## src/rtl/async_fifo_pkg.sv

```systemverilog
// Shared definitions for the async FIFO and its read-side controller.
package async_fifo_pkg;

  localparam int DEF_WIDTH     = 8;
  localparam int DEF_FIFO_SIZE = 16;

  typedef enum logic [1:0] {
    ST_IDLE  = 2'd0,
    ST_RUN   = 2'd1,
    ST_DRAIN = 2'd2
  } rd_state_e;

endpackage

```

## src/rtl/fifo_rd_obuf.sv

```systemverilog
// Two-entry push/pop buffer holding words captured from the FIFO read port.
module fifo_rd_obuf #(
  parameter int WIDTH = 8
) (
  input  logic             clk,
  input  logic             rst_n,
  input  logic             push,
  input  logic [WIDTH-1:0] push_data,
  input  logic             pop,
  output logic [WIDTH-1:0] head,
  output logic [1:0]       occ
);

  logic [WIDTH-1:0] mem_q [2];
  logic [WIDTH-1:0] mem_d [2];
  logic             rd_ptr_q, rd_ptr_d;
  logic             wr_ptr_q, wr_ptr_d;
  logic [1:0]       occ_q, occ_d;

  always_comb begin
    mem_d    = mem_q;
    rd_ptr_d = rd_ptr_q;
    wr_ptr_d = wr_ptr_q;
    occ_d    = occ_q;
    if (push) begin
      mem_d[wr_ptr_q] = push_data;
      wr_ptr_d        = ~wr_ptr_q;
    end
    if (pop) begin
      rd_ptr_d = ~rd_ptr_q;
    end
    // Simultaneous push and pop leaves the occupancy unchanged.
    case ({push, pop})
      2'b10:   occ_d = occ_q + 2'd1;
      2'b01:   occ_d = occ_q - 2'd1;
      default: occ_d = occ_q;
    endcase
  end

  always_ff @(posedge clk or negedge rst_n) begin
    if (!rst_n) begin
      mem_q[0] <= '0;
      mem_q[1] <= '0;
      rd_ptr_q <= 1'b0;
      wr_ptr_q <= 1'b0;
      occ_q    <= 2'd0;
    end else begin
      mem_q[0] <= mem_d[0];
      mem_q[1] <= mem_d[1];
      rd_ptr_q <= rd_ptr_d;
      wr_ptr_q <= wr_ptr_d;
      occ_q    <= occ_d;
    end
  end

  assign head = mem_q[rd_ptr_q];
  assign occ  = occ_q;

endmodule

```

## src/rtl/async_fifo_reader.sv

```systemverilog
// Read-domain controller: fetches from the async FIFO without underflow and
// presents the words as a valid/ready stream with a burst-end marker.
module async_fifo_reader
  import async_fifo_pkg::*;
#(
  parameter int WIDTH     = DEF_WIDTH,
  parameter int BURST_LEN = 4,
  parameter int CNT_WIDTH = 16
) (
  input  logic                 rd_clk,
  input  logic                 res_n,
  input  logic                 en,
  input  logic                 empty,
  input  logic                 underflow,
  input  logic [WIDTH-1:0]     rdata,
  output logic                 rd_en,
  output logic [WIDTH-1:0]     m_data,
  output logic                 m_valid,
  input  logic                 m_ready,
  output logic                 m_last,
  output logic                 busy,
  output logic [CNT_WIDTH-1:0] word_cnt,
  output logic                 err,
  output rd_state_e            dbg_state
);

  // Stream handshake: a beat transfers on every rd_clk edge where
  // m_valid and m_ready are both 1; m_data/m_last hold while m_valid && !m_ready.

  localparam int BIDX_W = (BURST_LEN > 1) ? $clog2(BURST_LEN) : 1;
  localparam logic [BIDX_W-1:0] BIDX_LAST = BIDX_W'(BURST_LEN - 1);

  rd_state_e            state_q, state_d;
  logic                 pend_q, pend_d;
  logic [BIDX_W-1:0]    bidx_q, bidx_d;
  logic [CNT_WIDTH-1:0] word_cnt_q, word_cnt_d;
  logic                 err_q, err_d;

  logic [1:0]           occ;
  logic                 pop;
  logic [2:0]           fill;

  fifo_rd_obuf #(.WIDTH(WIDTH)) u_obuf (
    .clk       (rd_clk),
    .rst_n     (res_n),
    .push      (pend_q),
    .push_data (rdata),
    .pop       (pop),
    .head      (m_data),
    .occ       (occ)
  );

  assign m_valid = (occ != 2'd0);
  assign pop     = m_valid & m_ready;

  // Words already owed to the buffer after this edge; a new read must fit.
  assign fill  = {1'b0, occ} + {2'b00, pend_q} - {2'b00, pop};
  assign rd_en = (state_q == ST_RUN) & ~empty & (fill < 3'd2);

  always_comb begin
    state_d = state_q;
    case (state_q)
      ST_IDLE: begin
        if (en) state_d = ST_RUN;
      end
      ST_RUN: begin
        if (!en) state_d = ST_DRAIN;
      end
      ST_DRAIN: begin
        if (en) begin
          state_d = ST_RUN;
        end else if ((occ == 2'd0) && !pend_q) begin
          state_d = ST_IDLE;
        end
      end
      default: state_d = ST_IDLE;
    endcase
  end

  always_comb begin
    pend_d     = rd_en;
    bidx_d     = bidx_q;
    word_cnt_d = word_cnt_q;
    err_d      = err_q | underflow;
    if (pop) begin
      bidx_d     = (bidx_q == BIDX_LAST) ? '0 : bidx_q + 1'b1;
      word_cnt_d = word_cnt_q + {{(CNT_WIDTH-1){1'b0}}, 1'b1};
    end
  end

  always_ff @(posedge rd_clk or negedge res_n) begin
    if (!res_n) begin
      state_q    <= ST_IDLE;
      pend_q     <= 1'b0;
      bidx_q     <= '0;
      word_cnt_q <= '0;
      err_q      <= 1'b0;
    end else begin
      state_q    <= state_d;
      pend_q     <= pend_d;
      bidx_q     <= bidx_d;
      word_cnt_q <= word_cnt_d;
      err_q      <= err_d;
    end
  end

  assign m_last    = m_valid & (bidx_q == BIDX_LAST);
  assign busy      = (state_q != ST_IDLE);
  assign word_cnt  = word_cnt_q;
  assign err       = err_q;
  assign dbg_state = state_q;

endmodule
```

## config.mk

```make
export PLATFORM = sky130hd
export DESIGN_NAME = async_fifo_reader
export DESIGN_NICKNAME = d
export VERILOG_FILES = /design/src/rtl/async_fifo_pkg.sv /design/src/rtl/fifo_rd_obuf.sv /design/src/rtl/async_fifo_reader.sv
export SDC_FILE = /design/constraint.sdc
export NUM_CORES = 1
export LEC_CHECK = 0
export CAP_MARGIN = 20
export CORE_MARGIN = 2
export CORE_UTILIZATION = 55
export CTS_BUF_LIST = sky130_fd_sc_hd__clkbuf_4
export CTS_CLUSTER_DIAMETER = 50
export DETAILED_ROUTE_END_ITERATION = 10
export PLACE_DENSITY_LB_ADDON = 0.25
export SLEW_MARGIN = 0
export SYNTH_ARGS = -nofsm -noshare
export SYNTH_HDL_FRONTEND = slang
export SYNTH_SLANG_ARGS = --single-unit
```

## constraint.sdc

```tcl
create_clock -name rd_clk -period 4 [get_ports rd_clk]
set_clock_uncertainty 0.15 [all_clocks]
set_input_delay 0.8 -clock rd_clk [delete_from_list [all_inputs] [get_ports rd_clk]]
set_output_delay 0.8 -clock rd_clk [all_outputs]
set_load 0.05 [all_outputs]
```

==> results of run 1 <==
[path summary, 6_finish.rpt]
check / startpoint / to / slack (ps) / cells past startpoint
setup / recovery: m_ready / rd_en / 200 / 9
hold / removal: err / err / 340 / 1
setup reg to reg: u_obuf.occ[1] / pend_q / 1770 / 7
hold reg to reg: err / err / 340 / 1
max in group asynchronous: res_n / u_obuf.occ[1] / 2730 / 1
min in group asynchronous: res_n / u_obuf.mem_q[6] / 400 / 1
[final cells by class]
type	instances	area [um2]
Inverter	2	7.51
Clock buffer	5	37.5
Clock inverter	3	45.0
Tap cell	46	57.6
Timing Repair Buffer	45	453
Fill cell	247	843
Multi-Input combinational cell	102	816
Sequential cell	42	1050
[where the power goes]
group | switching [uW] | leakage [uW] | total, uW | internal (uW)
sequential | 108 | 0.000523 | 659 | 552
combinational | 464 | 0.000474 | 799 | 335
clock | 143 | 0.0000374 | 274 | 131
[registers in the layout, summed over array words and instances, names as in the netlist]
signal	cells
u_obuf.occ	2
err	1
dbg_state	2
u_obuf.mem_q	16
word_cnt	16
u_obuf.wr_ptr_q	1
bidx_q	2
u_obuf.rd_ptr_q	1
pend_q	1
[logic make-up after synthesis]
kind of cell | Yosys count | share of synthesized area [%]
compound gates | 8 | 2.99
xor+xnor | 19 | 8.83
fa+ha+maj | 3 | 2.39
buf+inv | 6 | 1.79
flops | 42 | 55.7
mux | 24 | 14.3
simple gates | 48 | 13.9
[cells in the final DEF, fill, tap and decap left out, types with 2 or more instances in the layout]
cell type        count
xor2_1               3
clkbuf_4             5
nand3_1              6
nand2_1             13
or2_2                2
ha_1                 2
dfrtp_1             42
nand4_1              6
nor3_1               2
nor2_2               2
nor2_1               4
nor2b_1              2
a21oi_1              4
mux2_2              23
nand2b_1             3
xnor2_1             16
clkdlybuf4s50_1     42
inv_1                2
clkinvlp_4           2
[repair_timing]
item | 4_1_cts | 5_1_grt
endpoints found under the hold margin | 0 | 0
gates resized for setup | 0 | 1
setup buffers | 0 | 0
endpoints found under the setup margin | 0 | 1
[per-layer routing]
metal  vias up  routed length [um]  GRT usage [%]
met4         0                  56           8.06
li1        608                   -              -
met5         -                   0              0
met1       605                1420           24.5
met2        30                1690           32.1
met3         8                 141           4.86
[worst register-to-register path: stages, from the launching register on]
cell,delay [ps]
dfrtp_1,560
nand2_1,90
nor2_1,170
a21oi_1,90
nand2b_1,180
fa_1,380
xor2_1,170
nor4b_4,340
[per-stage QoR]
| stage | total power (uW) | cell area, um2 | std cells | setup slack (ps) |
|---|---|---|---|---|
| 3_3_place_gp | 1440 | 2380 | 237 | 168 |
| 4_1_cts | 1740 | 2460 | 245 | 119 |
| 5_1_grt | 1820 | 2470 | 245 | 66.2 |
| 3_5_place_dp | 1470 | 2380 | 237 | 132 |
| 6_report | 1730 | 2470 | 245 | 203 |
| 2_1_floorplan | 1220 | 1890 | 150 | 303 |
==> results.json, run 1 <==
{
  "clock-sinks": 42,
  "drv_slew": 0,
  "grt_pass1_wl_um": 5960,
  "gp_congestion": 0.740,
  "hold_buffers": 0,
  "status": "finished, final reports clean",
  "yosysTopAreaCellShare_pct": 55.7,
  "die_h_um": 62.6,
  "worst_pin_slew_ps": 900,
  "start_util_pct": 57.0,
  "ys_ff_latch": 42,
  "max_cap_violations": 0,
  "setup_tns_ps": 0,
  "hold_class": "reg2reg",
  "port_buffers": 44,
  "post-synth-top-count-cell": "dfrtp_1",
  "finalHoldViolations": 0,
  "dieArea_um2": 3910,
  "ys_async_sr_fraction_pct": 100,
  "worst_ep_required_time_ps": 3050,
  "synth_ff_type": "dfrtp_1",
  "grt_pass1_vias": 1306,
  "cts-root-buf": "clkbuf_4",
  "yosysTopAreaCell": "dfrtp_1",
  "fin_crit_ps": 3800,
  "drcViolationCount": 0,
  "grt_max_degree": 43,
  "synth.avg_cell_area_um2": 12.6,
  "path_class": "in2out",
  "fmax_mhz": 263,
  "slew_headroom_pct": 40.0,
  "chipWidth_um": 62.6,
  "ys_seq_area_share_pct": 55.7,
  "ios": 45,
  "core_um2": 3310,
  "cp.arrival_ps": 2850,
  "clk_pin_slew_ps": 130,
  "clk_latency_ps": 360,
  "area_delta_synth_final_pct": 30.9,
  "synthTopCellsByArea": "dfrtp_1 56%, mux2_2 14%, xnor2_1 7.4%, nand2_1 2.6%, nand4_1 2.0%",
  "drt_pass1_iterations": 4,
  "num_antenna_cells": 0,
  "yosys-top-cells-count": "42 x dfrtp_1, 23 x mux2_2, 16 x xnor2_1",
  "finish.utilization_pct": 74.5,
  "rows": 21,
  "grt_use_total_pct": 19.4,
  "ir_worst_vdd_mv": 0.421,
  "cp_max_fo": 2,
  "setup_viol": 0,
  "slowest_delay_ps": 470,
  "cts_tree": "built",
  "cts_max_path_buffers": 2,
  "pwr_density_cell_nw_per_um2": 702,
  "numCtsBuffers": 5,
  "netlist_area_um2": 1890,
  "overflow": 0,
  "num_vias": 1251,
  "dp_hpwl_um": 2480,
  "final.period_utilization_pct": 94.9,
  "drtIter0Drc": 57,
  "nets": 215,
  "yosysWarnings": 0,
  "crit_chain": "clkdlybuf4s50_1 -> nand2_1 -> nor2_1 -> a21oi_1 -> nand2b_1 -> fa_1 -> xor2_1 -> nor4b_4 -> buf_12",
  "antenna_left": 0,
  "slowest_stage": "clkdlybuf4s50_1",
  "path_delay_family": "simple AND/OR/NAND/NOR gates",
  "drt_wl_total_um": 3310,
  "leakage_uw": 0.00103,
  "final_layout_size_suffix_gt1_share_pct": 21.6,
  "grt_setup_unrepaired": "false",
  "crit_buf_inv": 2,
  "avgRoutedWirePerCell_um": 13.5,
  "synthCells": 150,
  "worstSetupEndpointType": "output port",
  "holdWs_ps": 338,
  "antenna_found_initial": 0,
  "synth_edf_count": 0,
  "netlist-cell-type-count": 32,
  "cp-start-kind": "input pin",
  "drt-vias-per-instance": 5.11,
  "h-tree-depth": 2,
  "synthesis.nets": 167
}
Note: power is estimated with default switching activity, not from simulation.
==> inputs of run 2 (changes only) <==
--- a/config.mk
+++ b/config.mk
@@ -5,8 +5,9 @@
 export SDC_FILE = /design/constraint.sdc
 export NUM_CORES = 1
 export LEC_CHECK = 0
+export ABC_CLOCK_PERIOD_IN_PS = 4000
 export CAP_MARGIN = 20
-export CORE_MARGIN = 2
+export CORE_MARGIN = 10
 export CORE_UTILIZATION = 55
 export CTS_BUF_LIST = sky130_fd_sc_hd__clkbuf_4
 export CTS_CLUSTER_DIAMETER = 50
==> run 2 against run 1 <==
Clock power fell by 24%. Routed wire length grew 17%. Global-route usage is 5.9 points lower. Sequential cell count did not move. Critical endpoint unchanged.
==> results.json, run 2 (synthesis results as in run 1) <==
{
  "instances_no_fill": 246,
  "drt_wl_total_um": 3880,
  "multi_input_area_um2": 807,
  "clk_latency_ps": 350,
  "final-seq-area_um2": 1050,
  "holdWs_ps": 336,
  "worstSetupEndpointType": "output port",
  "setup_viol": 0,
  "port_buffers": 44,
  "chipWidth_um": 78.6,
  "drt-vias-per-instance": 5.19,
  "rows": 21,
  "antenna_left": 0,
  "hold_buffers": 0,
  "nFillCells": 256,
  "num_antenna_cells": 0,
  "fmax_mhz": 261,
  "ir_worst_vdd_mv": 0.375,
  "core_um2": 3340,
  "grt_pass1_vias": 1430,
  "start_util_pct": 56.5,
  "cts_tree": "built",
  "finalHoldViolations": 0,
  "max_cap_violations": 0,
  "pwr_density_cell_nw_per_um2": 686,
  "cts_max_path_buffers": 2,
  "r2r_slack_ps": 1720,
  "dieArea_um2": 6170,
  "cts-root-buf": "clkbuf_4",
  "num_vias": 1276,
  "status": "finished, final reports clean",
  "area_delta_synth_final_pct": 29.3,
  "antenna_found_initial": 0,
  "numCtsBuffers": 5,
  "hold_class": "reg2reg",
  "clock-sinks": 42,
  "setup_tns_ps": 0,
  "nets": 216,
  "cp.arrival_ps": 2890,
  "place_inst": 237,
  "final.period_utilization_pct": 95.9,
  "cp_max_fo": 2,
  "avgRoutedWirePerCell_um": 15.8,
  "dp_hpwl_um": 2940,
  "drv_slew": 0,
  "grt_max_degree": 43,
  "die_h_um": 78.6,
  "cp-start-kind": "input pin",
  "drt_pass1_iterations": 4,
  "leakage_uw": 0.00103,
  "gp_congestion": 0.785,
  "worst_ep_required_time_ps": 3050,
  "h-tree-depth": 2,
  "drcViolationCount": 0,
  "grt_use_total_pct": 13.6,
  "worst_pin_slew_ps": 901,
  "final_layout_size_suffix_gt1_share_pct": 21.5,
  "fin_crit_ps": 3840,
  "grt_setup_unrepaired": "false",
  "ios": 45,
  "path_class": "in2out",
  "drtIter0Drc": 96,
  "overflow": 0,
  "final_cell_mix": "42 x dfrtp_1, 42 x clkdlybuf4s50_1, 23 x mux2_2, 16 x xnor2_1, 13 x nand2_1",
  "slew_headroom_pct": 39.9,
  "grt_pass1_wl_um": 6760,
  "clk_pin_slew_ps": 120
}
[run 2: timing repair]
action	CTS	global route
setup endpoints to repair	0	1
buffers inserted	0	1
gates resized for setup	0	0
endpoints found under the hold margin	0	0
[run 2: power breakdown]
group / switching [uW] / internal, uW / total (uW)
logic: 468 / 336 / 804
registers: 109 / 552 / 661
clock network: 135 / 73.0 / 207
total: 712 / 961 / 1670
[run 2: stage by stage]
| stage | utilization (%) | power [uW] | setup slack, ps | cell area (um2) |
|---|---|---|---|---|
| detailed placement | 71.2 | 1490 | 106 | 2380 |
| CTS | 72.8 | 1690 | 96.5 | 2430 |
| global route | 73.0 | 1770 | 1.20 | 2440 |
| finish | 73.0 | 1670 | 162 | 2440 |
| global placement | 71.2 | 1450 | 169 | 2380 |
| floorplan | - | 1220 | 303 | 1890 |
[run 2: cell type report]
cell class              count  share of cell area, %
clock buffers               6                   1.85
clock inverters             2                  0.359
inverters                   2                  0.308
multi-input cells         102                   33.1
flip-flops and latches     42                   43.1
well taps                  46                   2.36
repair buffers             46                   18.9
[run 2: worst paths after layout]
check	to	start	depth (start not counted)
max	rd_en	m_ready	10
min	err	err	1
max reg2reg	pend_q	u_obuf.occ[1]	8
min reg2reg	err	err	1
max in group asynchronous	word_cnt[1]	res_n	1
min in group asynchronous	u_obuf.mem_q[10]	res_n	1
[run 2: per-layer routing]
| metal | vias up | track usage [%] | part of all wire, % |
|---|---|---|---|
| met3 | 9 | 6.72 | 7.3 |
| met1 | 629 | 14.6 | 39 |
| met4 | 0 | 5.20 | 2.1 |
| met5 | - | 0 | 0 |
| li1 | 607 | - | - |
| met2 | 31 | 22.5 | 52 |
[run 2: worst max-delay path, stage by stage]
cell and delay, ps:
clkdlybuf4s50_1 470, nand2_1 60, nor2_1 190, a21oi_1 90, nand2b_1 170, fa_1 380, xor2_1 160, nor4b_2 270
buf_4 160, buf_12 130
==> inputs of run 3 (changes only) <==
--- a/config.mk
+++ b/config.mk
@@ -12,7 +12,7 @@
 export CTS_BUF_LIST = sky130_fd_sc_hd__clkbuf_4
 export CTS_CLUSTER_DIAMETER = 50
 export DETAILED_ROUTE_END_ITERATION = 10
-export PLACE_DENSITY_LB_ADDON = 0.25
+export PLACE_DENSITY_LB_ADDON = 0.05
 export SLEW_MARGIN = 0
 export SYNTH_ARGS = -nofsm -noshare
 export SYNTH_HDL_FRONTEND = slang
==> run 3 against run 2 <==
Sequential cell count unchanged. Design area up 0.10%. Critical endpoint unchanged. Core utilization up 0.075 points. Worst setup slack better by 60 ps. Routed wire length down 1.2%. Sequential share of layout area about the same. Largest cell class unchanged. Combinational power about the same. Via count up 0.78%. Clock power about the same. Die area unchanged.
==> results.json, run 3 (synthesis results as in run 1) <==
{
  "status": "finished, final reports clean",
  "final_cell_mix": "42 x dfrtp_1, 42 x clkdlybuf4s50_1, 23 x mux2_2, 16 x xnor2_1, 13 x nand2_1",
  "grt_pass1_vias": 1421,
  "post_cts.repair.setup_buffers": 0,
  "pwr_density_cell_nw_per_um2": 686,
  "drtIter0Drc": 87,
  "p_int_uw": 968,
  "start_util_pct": 56.5,
  "avgRoutedWirePerCell_um": 15.7,
  "cp-startpoint": "m_ready",
  "num_vias": 1286,
  "nets": 215,
  "clk_latency_ps": 340,
  "chipWidth_um": 78.6,
  "antenna_left": 0,
  "rows": 21,
  "grt_pass1_wl_um": 6430,
  "grt_use_total_pct": 13.1,
  "setup_tns_ps": 0,
  "num_antenna_cells": 0,
  "cp.arrival_ps": 2830,
  "clkPwrFrac_pct": 12.2,
  "finalHoldViolations": 0,
  "h-tree-depth": 2,
  "gp_congestion": 0.737,
  "drt_pass1_iterations": 4,
  "drcViolationCount": 0,
  "p_seq_share_pct": 39.7,
  "hold_class": "reg2reg",
  "overflow": 0,
  "worst_pin_slew_ps": 897,
  "layout_setup_ws_ps": 222,
  "port_buffers": 44,
  "final.period_utilization_pct": 94.5,
  "crit_chain": "clkdlybuf4s50_1 -> nand2_1 -> nor2_2 -> a21oi_1 -> nand2b_1 -> fa_1 -> xor2_1 -> nor4b_4 -> buf_12",
  "pwr-share-comb_pct": 48.1,
  "fin_crit_ps": 3780,
  "worstSetupEndpointType": "output port",
  "cts_max_path_buffers": 2,
  "path_class": "in2out",
  "power.switching_uw": 706,
  "cp_max_fo": 2,
  "hold_buffers": 0,
  "ios": 45,
  "min_from": "word_cnt[15]",
  "dpl_worst_slack_ps": 94.7,
  "cts-root-buf": "clkbuf_4",
  "drt_wl_total_um": 3830,
  "dp_hpwl_um": 2890,
  "drv_slew": 0,
  "worst_ep_required_time_ps": 3050,
  "core_um2": 3340,
  "area_delta_synth_final_pct": 29.4,
  "r2r-start": "u_obuf.occ[1]",
  "slowest_stage": "clkdlybuf4s50_1",
  "cp-start-kind": "input pin",
  "holdWs_ps": 337,
  "cts_tree": "built",
  "leakage_uw": 0.00103,
  "slowest_delay_ps": 490,
  "drt-vias-per-instance": 5.27,
  "numCtsBuffers": 5,
  "fmax_mhz": 265,
  "final_layout_size_suffix_gt1_share_pct": 21.7,
  "grt_max_degree": 43,
  "clock-sinks": 42,
  "swShare_pct": 42.2,
  "ir_worst_vdd_mv": 0.336,
  "die_h_um": 78.6,
  "slew_headroom_pct": 40.2,
  "grt_setup_unrepaired": "false",
  "dieArea_um2": 6170,
  "clk_pin_slew_ps": 110,
  "setup_viol": 0,
  "antenna_found_initial": 0,
  "max_cap_violations": 0
}
==> run 3: changes by cell type in the layout (fill, tap and decap cells not counted), sizes merged <==
cell | previous run | this run
buf | 4 | 3
clkbuf | 6 | 7
clkinv | 2 | 0
==> run 3: power groups by stage <==
stage	logic, uW	registers, uW	clock network [uW]
after floorplan	518	703	0
after global placement	796	657	0
after detailed placement	815	672	0
after CTS	818	663	211
after global routing	853	682	232
final	805	665	204
==> run 3: critical path: cells and delay by family <==
kind	cells	cell delay (ps)
AO/OA/AOI/OAI	1	80
XOR/XNOR	1	170
adder cells (fa/ha/maj)	1	380
buffers and inverters	2	670
AND/OR/NAND/NOR	4	730
==> run 3: path summary, 6_finish.rpt <==
check	end	slack, ps	depth (start not counted)
worst max-delay path	rd_en	220	9
worst min-delay path	word_cnt[15]	340	1
worst max register to register	pend_q	1800	7
worst min register to register	word_cnt[15]	340	1
max in group asynchronous	u_obuf.mem_q[13]	2720	1
min in group asynchronous	u_obuf.mem_q[4]	430	1
==> run 3: timing repair <==
item,4_1_cts,5_1_grt
hold endpoints to repair,0,0
gates resized for setup,0,2
endpoints found under the setup margin,0,1
==> run 3: cell type report <==
class | count | area (um2)
tap | 46 | 57.6
sequential | 42 | 1050
fill | 265 | 897
multi-input combinational | 102 | 818
inverter | 2 | 7.51
timing repair buffer | 45 | 453
clock buffer | 7 | 52.6
==> run 3: through the flow <==
step                cell area (um2)  power, uW  cells  utilization, %
finish                         2440       1670    244            73.1
CTS                            2430       1690    244            72.8
detailed placement             2380       1490    237            71.2
floorplan                      1890       1220    150               -
global placement               2380       1450    237            71.2
global route                   2440       1770    244            73.1
==> run 3: layer usage <==
layer / vias up / global-route usage (%) / part of all wire [%]
li1: 612 / - / -
met1: 630 / 13.1 / 39
met2: 37 / 22.7 / 52
met3: 7 / 5.69 / 8.0
met4: 0 / 6.45 / 1.5
met5: - / 0 / 0
